===== src/rtl/rf_alu_dserial.sv =====
// Digit-serial ALU (XOR/AND/OR/ADD with operand complement), LSB digit first.
// Two-stage pipeline: stage 1 qualifies digits and applies complements, stage 2 computes and flags.
module rf_alu_dserial #(
  parameter int DW = 4
) (
  input  logic          gclk,
  input  logic          rst_n,
  input  logic          in_valid,
  input  logic          in_start,
  input  logic          in_end,
  input  logic [DW-1:0] x,
  input  logic [DW-1:0] y,
  input  logic          cmpl_x,
  input  logic          cmpl_y,
  input  logic [1:0]    op,
  input  logic          carry_in,
  output logic          out_valid,
  output logic          out_end,
  output logic [DW-1:0] sum,
  output logic          carry_out,
  output logic          overflow,
  output logic          zero,
  output logic          err
);

  localparam int DW1 = DW + 1;

  localparam logic [0:0] ST_IDLE = 1'b0;
  localparam logic [0:0] ST_BUSY = 1'b1;

  localparam logic [1:0] OP_XOR = 2'b00;
  localparam logic [1:0] OP_AND = 2'b01;
  localparam logic [1:0] OP_ADD = 2'b10;
  localparam logic [1:0] OP_OR  = 2'b11;

  logic [0:0]    state_q, state_d;
  logic [1:0]    ctx_op_q, ctx_op_d;
  logic          ctx_cx_q, ctx_cx_d;
  logic          ctx_cy_q, ctx_cy_d;
  logic          ctx_ci_q, ctx_ci_d;

  logic          s1_valid_q, s1_valid_d;
  logic          s1_start_q, s1_start_d;
  logic          s1_end_q, s1_end_d;
  logic          s1_err_q, s1_err_d;
  logic [DW-1:0] s1_x_q, s1_x_d;
  logic [DW-1:0] s1_y_q, s1_y_d;
  logic [1:0]    s1_op_q, s1_op_d;
  logic          s1_cin_q, s1_cin_d;

  logic          carry_q, carry_d;
  logic          zacc_q, zacc_d;
  logic          out_valid_q, out_valid_d;
  logic          out_end_q, out_end_d;
  logic [DW-1:0] sum_q, sum_d;
  logic          carry_out_q, carry_out_d;
  logic          overflow_q, overflow_d;
  logic          zero_q, zero_d;
  logic          err_q, err_d;

  logic          cx_eff, cy_eff, ci_eff;
  logic [1:0]    op_eff;
  logic          c_in;
  logic [DW:0]   add_full;
  logic          c_msb;
  logic [DW-1:0] res;
  logic          is_add;

  // Stage 1: protocol FSM, word context, complemented operands.
  always_comb begin
    state_d    = state_q;
    ctx_op_d   = ctx_op_q;
    ctx_cx_d   = ctx_cx_q;
    ctx_cy_d   = ctx_cy_q;
    ctx_ci_d   = ctx_ci_q;
    s1_valid_d = 1'b0;
    s1_start_d = 1'b0;
    s1_err_d   = 1'b0;

    // The start digit runs on the live context, later digits on the latched copy.
    op_eff = in_start ? op       : ctx_op_q;
    cx_eff = in_start ? cmpl_x   : ctx_cx_q;
    cy_eff = in_start ? cmpl_y   : ctx_cy_q;
    ci_eff = in_start ? carry_in : ctx_ci_q;

    if (in_valid) begin
      if (in_start) begin
        s1_valid_d = 1'b1;
        s1_start_d = 1'b1;
        s1_err_d   = (state_q == ST_BUSY);
        ctx_op_d   = op;
        ctx_cx_d   = cmpl_x;
        ctx_cy_d   = cmpl_y;
        ctx_ci_d   = carry_in;
        state_d    = in_end ? ST_IDLE : ST_BUSY;
      end else if (state_q == ST_BUSY) begin
        s1_valid_d = 1'b1;
        if (in_end) begin
          state_d = ST_IDLE;
        end
      end else begin
        s1_err_d = 1'b1;
      end
    end

    s1_end_d = s1_valid_d & in_end;
    s1_x_d   = x ^ {DW{cx_eff}};
    s1_y_d   = y ^ {DW{cy_eff}};
    s1_op_d  = op_eff;
    s1_cin_d = ci_eff;
  end

  // Stage 2: arithmetic, carry feedback and word flags.
  always_comb begin
    c_in     = s1_start_q ? s1_cin_q : carry_q;
    add_full = DW1'(s1_x_q) + DW1'(s1_y_q) + DW1'(c_in);
    // Carry into the MSB recovered from the MSB sum bit.
    c_msb    = s1_x_q[DW-1] ^ s1_y_q[DW-1] ^ add_full[DW-1];
    is_add   = (s1_op_q == OP_ADD);

    case (s1_op_q)
      OP_XOR:  res = s1_x_q ^ s1_y_q;
      OP_AND:  res = s1_x_q & s1_y_q;
      OP_OR:   res = s1_x_q | s1_y_q;
      default: res = add_full[DW-1:0];
    endcase

    carry_d     = carry_q;
    zacc_d      = zacc_q;
    out_valid_d = 1'b0;
    out_end_d   = 1'b0;
    sum_d       = '0;
    carry_out_d = 1'b0;
    overflow_d  = 1'b0;
    zero_d      = 1'b0;
    err_d       = s1_err_q;

    if (s1_valid_q) begin
      carry_d     = is_add & add_full[DW];
      zacc_d      = (s1_start_q | zacc_q) & (res == '0);
      out_valid_d = 1'b1;
      out_end_d   = s1_end_q;
      sum_d       = res;
      if (s1_end_q) begin
        carry_out_d = is_add & add_full[DW];
        overflow_d  = is_add & (add_full[DW] ^ c_msb);
        zero_d      = zacc_d;
      end
    end
  end

  always_ff @(posedge gclk or negedge rst_n) begin
    if (!rst_n) begin
      state_q     <= ST_IDLE;
      ctx_op_q    <= '0;
      ctx_cx_q    <= 1'b0;
      ctx_cy_q    <= 1'b0;
      ctx_ci_q    <= 1'b0;
      s1_valid_q  <= 1'b0;
      s1_start_q  <= 1'b0;
      s1_end_q    <= 1'b0;
      s1_err_q    <= 1'b0;
      s1_x_q      <= '0;
      s1_y_q      <= '0;
      s1_op_q     <= '0;
      s1_cin_q    <= 1'b0;
      carry_q     <= 1'b0;
      zacc_q      <= 1'b0;
      out_valid_q <= 1'b0;
      out_end_q   <= 1'b0;
      sum_q       <= '0;
      carry_out_q <= 1'b0;
      overflow_q  <= 1'b0;
      zero_q      <= 1'b0;
      err_q       <= 1'b0;
    end else begin
      state_q     <= state_d;
      ctx_op_q    <= ctx_op_d;
      ctx_cx_q    <= ctx_cx_d;
      ctx_cy_q    <= ctx_cy_d;
      ctx_ci_q    <= ctx_ci_d;
      s1_valid_q  <= s1_valid_d;
      s1_start_q  <= s1_start_d;
      s1_end_q    <= s1_end_d;
      s1_err_q    <= s1_err_d;
      s1_x_q      <= s1_x_d;
      s1_y_q      <= s1_y_d;
      s1_op_q     <= s1_op_d;
      s1_cin_q    <= s1_cin_d;
      carry_q     <= carry_d;
      zacc_q      <= zacc_d;
      out_valid_q <= out_valid_d;
      out_end_q   <= out_end_d;
      sum_q       <= sum_d;
      carry_out_q <= carry_out_d;
      overflow_q  <= overflow_d;
      zero_q      <= zero_d;
      err_q       <= err_d;
    end
  end

  assign out_valid = out_valid_q;
  assign out_end   = out_end_q;
  assign sum       = sum_q;
  assign carry_out = carry_out_q;
  assign overflow  = overflow_q;
  assign zero      = zero_q;
  assign err       = err_q;

endmodule

===== config.mk =====
export PLATFORM = sky130hd
export DESIGN_NAME = rf_alu_dserial
export DESIGN_NICKNAME = d
export VERILOG_FILES = /design/src/rtl/rf_alu_dserial.sv
export SDC_FILE = /design/constraint.sdc
export NUM_CORES = 1
export LEC_CHECK = 0
export ABC_CLOCK_PERIOD_IN_PS = 3500
export BUFFER_PORTS_ARGS = -buffer_cell sky130_fd_sc_hd__buf_2
export CAP_MARGIN = 10
export CELL_PAD_IN_SITES_DETAIL_PLACEMENT = 1
export CELL_PAD_IN_SITES_GLOBAL_PLACEMENT = 1
export CORE_AREA = 2 2 64 66
export CTS_CLUSTER_DIAMETER = 60
export DETAILED_ROUTE_END_ITERATION = 8
export DIE_AREA = 0 0 66 68
export PLACE_DENSITY = 0.76
export SLEW_MARGIN = 15
export SYNTH_ARGS = -nofsm -noshare
export SYNTH_HDL_FRONTEND = slang
export SYNTH_SLANG_ARGS = --single-unit

===== constraint.sdc =====
create_clock -name gclk -period 3.5 [get_ports gclk]
set_input_delay 0.7 -clock gclk [delete_from_list [all_inputs] [get_ports gclk]]
set_output_delay 0.7 -clock gclk [all_outputs]
set_load 0.02 [all_outputs]

# Word-level counts from Yosys, hierarchy flattened
# Index checks and enable logic that the tools add are counted.
# op_classes
add_sub_neg	2
eq_ne	3
n_mux	26
bitwise	13
reduce_logical	2
# op_table
cell	count
1-bit 2-to-1 mux	23
4-bit one-hot mux with 3 select lines	1
4-bit XOR	3
4-bit by 4-bit adder with 5-bit output	1
5-bit by 1-bit adder with 5-bit output	1
1-bit AND	4
4-bit AND	1
2-bit equality test (second input constant)	2
4-bit zero test	1
4-bit 2-to-1 mux	1
4-bit OR	1
1-bit XOR	3
2-bit by 1-bit equality test with 1-bit output (second input constant)	1
2-bit zero test	1
2-bit 2-to-1 mux	1
1-bit OR	1
# word_totals
ff_bits	33
input_bits	18
out_inout_bits	10
word_cells	68

# Depth between registers and ports, before layout
# depth
depth_word	7
mapped_depth	8

# Least setup slack after synthesis
# No wires, ideal clock.
# synth_path
kind	reg2reg
from	register s1_start_q
to	register zacc_q
setup_time_ps	96
arrival_time_ps	2361
required_ps	3404
slack_ps	1043
path_stages_with_launch	8
path_buffers	0
synth_period_minus_slack_ps	2457
path_cell_list	dfrtp_1 -> mux2i_1 -> fa_1 -> inv_1 -> fa_1 -> mux4_2 -> or3_4 -> o32ai_2
# synth_between
elab_chain_cells	5
word_cells_on_any_way	6
cone_classes	1 x add/sub; 2 x mux; 2 x bitwise; 1 x reduce/logical
# synth_lines
item	line	text
start: declaration	43	logic s1_start_q, s1_start_d;
start signal: assignment	183	s1_start_q <= s1_start_d;
1-bit 2-to-1 mux	115	c_in = s1_start_q ? s1_cin_q : carry_q;
5-bit by 1-bit adder with 5-bit output	116	add_full = DW1'(s1_x_q) + DW1'(s1_y_q) + DW1'(c_in);
4-bit one-hot mux with 3 select lines	121	case (s1_op_q)
4-bit zero test	140	zacc_d = (s1_start_q | zacc_q) & (res == '0);
1-bit AND *	140	
end signal: assignment	191	zacc_q <= zacc_d;
end: declaration	52	logic zacc_q, zacc_d;
# Every way passes the cells marked *; elsewhere a longest branch is shown, timed or not.
# A chain may end at the register's enable or synchronous reset.

# Final worst setup path
# Same ends and word-level chain as after synthesis.

==> run_results.csv <==
group,metric,value,unit
floorplanning,die_w,66,um
cells_and_area,n_fill_cell,429,
placed_design,dpl.hpwl,2280,um
floorplanning,ioPinCount,28,
cells_and_area,antennaDiodeCount,0,
yosys,synth_cells,126,
yosys,yosysSeqAreaShare,0.5288,
setup_path,start_kind,"register",
sta,setup_viol,0,
global_route,grt-ovfl-total,0,
yosys,synth_edf_count,0,
power_and_ir_drop,finalPower,0.001081,W
yosys,yosys_warnings,0,
cells_and_area,final_cells,208,
clock_network,numCtsBuffers,5,
yosys,ys.flop_type,"dfrtp_1",
cells_and_area,postLayoutCoreUtil,0.4812,
clock_network,ctsResizeCount,0,
sta,fmax,384.2,MHz
power_and_ir_drop,ir_drop,280.6,uV
yosys,synth_top_area_frac,0.5288,
worst_hold_path,hold_path.class,"register to register",
setup_path,cp_common_cell,"fa_1",
setup_path,crit_required,3.69,ns
yosys,syn-num-nets,155,
cells_and_area,syn_to_final_growth,18.83,%
global_route,grt_pass1_vias,1042,
drt,drtIter0Drc,7,
sta,finClkSkew,0.006062,ns
global_route,grt_usage,0.1486,
sta,fin_crit_sh,0.7436,
floorplanning,core,0.003856,sq mm
clock_network,holdBufCountCts,0,
cells_and_area,mostFrequentLayoutCell,"dfrtp_1",
placed_design,numPortBuffers,27,
power_and_ir_drop,p_leak,0.9151,nW
cells_and_area,drive_above_1_share,0.3101,
setup_path,arrival,2.80,ns
yosys,async_flop_share,1.000,
setup_path,cp_slowest_cell,"mux4_2",
clock_network,tritoncts,"done",
sta,hold_violations,0,
yosys,synthTopCellsByArea,"dfrtp_1 53%, ha_1 7.2%, mux2_2 5.8%, xnor2_1 4.5%, inv_1 4.3%",
cells_and_area,ff_latch_area,825.8,sq um
clock_network,h-tree-depth,2,
cells_and_area,multi_input_area,648.1,sq um
cells_and_area,final_cell_mix,"33 x dfrtp_1, 27 x buf_2, 18 x inv_1",
cells_and_area,final_net_count,186,
setup_path,path_cells,"mux2i_1, fa_1, inv_1, fa_1, mux4_2, or3_4, o32ai_2",
global_route,antenna_found_initial,0,
setup_path,crit_type,"register to register",
yosys,post-synth-top-area-cell,"dfrtp_1",
sta,setup-tns-final,0,ns
setup_path,cpPeakStageDelay,0.47,ns
yosys,syn_area_per_cell,12.39,sq um
drt,drc_errors,0,
clock_network,clk_path_buf_depth,2,
floorplanning,fp-row-count,23,
drt,vias,996,
power_and_ir_drop,p_per_area,582.5,mW/mm^2
sta,rsz0062_at_grt,"no",
sta,relSlewSlack,0.5316,
clock_network,post-cts-setup-buffers,0,
floorplanning,dieArea,0.004488,sq mm
yosys,synth_cell_types,30,
clock_network,clk_pin_slew,0.07,ns
yosys,netlist_area,0.001561,sq mm
drt,firstDrtPassIters,2,
floorplanning,die_h,68,um
yosys,ys_ff_latch,33,
drt,viasPerCell,4.788,
clock_network,cts_sinks,33,
global_route,grt_pass1_wl,4754,um
sta,fin_crit,2.603,ns
floorplanning,initial_core_util,0.4049,
global_route,grt_max_degree,34,
drt,postRouteAntennaNets,0,
drt,wl_per_cell,14.01,um
job,maxCapViolCount,0,
setup_path,cp_max_fo,2,
clock_network,clk_latency,0.29,ns
sta,tightest_slew,0.7026,ns
clock_network,cts-root-buf,"clkbuf_8",
placed_design,gp_congestion,0.7830,
placed_design,dp_cells,200,
setup_path,setup.worst_path.end_class,"register",
drt,wl,2914,um
outcome,outcome,"complete, no violations",
sta,finalMaxSlewViolations,0,
worst max-delay path: cells and delay by family (launching register included):
| kind | cells | cell delay (ns) |
|---|---|---|
| adder cells (fa/ha/maj) | 2 | 0.81 |
| multiplexers | 2 | 0.61 |
| AND/OR/NAND/NOR | 1 | 0.41 |
| flip-flops | 1 | 0.39 |
| AO/OA/AOI/OAI | 1 | 0.21 |
| buffers and inverters | 1 | 0.09 |
final timing paths:
kind                            start         to  slack [ns]  cells past startpoint
max                        s1_start_q     zacc_q        0.90                      7
min                             err_d        err        0.36                      0
max reg2reg                s1_start_q     zacc_q        0.90                      7
min reg2reg                     err_d        err        0.36                      0
max in group asynchronous       rst_n  s1_x_q[3]        2.59                      1
min in group asynchronous       rst_n  out_valid        0.46                      1
final cells by class:
cell class,instances,area share
clock buffers,7,0.04653
clock inverters,1,0.01618
inverters,18,0.03641
multi-input cells,72,0.3493
flip-flops and latches,33,0.4450
well taps,50,0.03372
repair buffers,27,0.07283
cell families (layout without fill, tap and decap cells):
| group | Yosys count | in the layout | synth area share |
|---|---|---|---|
| flip-flops | 33 | 33 | 0.5288 |
| XOR/XNOR | 9 | 9 | 0.05048 |
| multiplexers | 13 | 13 | 0.1058 |
| AO/OA/AOI/OAI | 16 | 16 | 0.07372 |
| buffers and inverters | 21 | 53 | 0.05608 |
| adder cells (fa/ha/maj) | 11 | 11 | 0.09776 |
| AND/OR/NAND/NOR | 23 | 23 | 0.08735 |
per-stage QoR:
| step | setup slack [ns] | hold slack, ns | area, sq um |
|---|---|---|---|
| detailed placement | 0.8962 | 0.3444 | 1739 |
| finish | 0.8975 | 0.3561 | 1856 |
| global placement | 1.000 | 0.3341 | 1739 |
| floorplan | 1.043 | 0.3312 | 1562 |
| CTS | 0.8862 | 0.3594 | 1856 |
| global route | 0.8107 | 0.3626 | 1856 |
power breakdown:
| group | total [W] | switching, W | internal (W) |
|---|---|---|---|
| sequential | 0.000460 | 0.0000309 | 0.000429 |
| clock | 0.000364 | 0.000132 | 0.000232 |
| combinational | 0.000257 | 0.000138 | 0.000119 |
| total | 0.00108 | 0.000301 | 0.000779 |
per-layer routing:
metal  vias to the layer above  share of wire  wire length (um)  GRT usage
met5                         -              0                 0          0
met4                         0          0.027                78    0.07653
met3                         9          0.065               189    0.05263
met2                        30           0.53              1531     0.2576
met1                       487           0.38              1114     0.1617
li1                        470              -                 -          -
sequential cells by signal, indices dropped and copies added, names as in the netlist, 2 cells and up:
register	count
s1_y_q	4
s1_op_q	2
sum	4
s1_x_q	4
ctx_op_q	2
synthesized netlist by cell type (2+ instances only):
library cell and number:
a21oi_1 2, ha_1 9, nand2_1 6, o211ai_1 4, mux2_2 8, inv_1 18
fa_1 2, nor2_1 2, nor2b_1 4, o21ai_0 3, mux4_2 2, dfrtp_1 33
mux2i_1 3, xnor2_1 8, and2_1 5, o21a_1 3
Power figures use the tool's default switching activity.
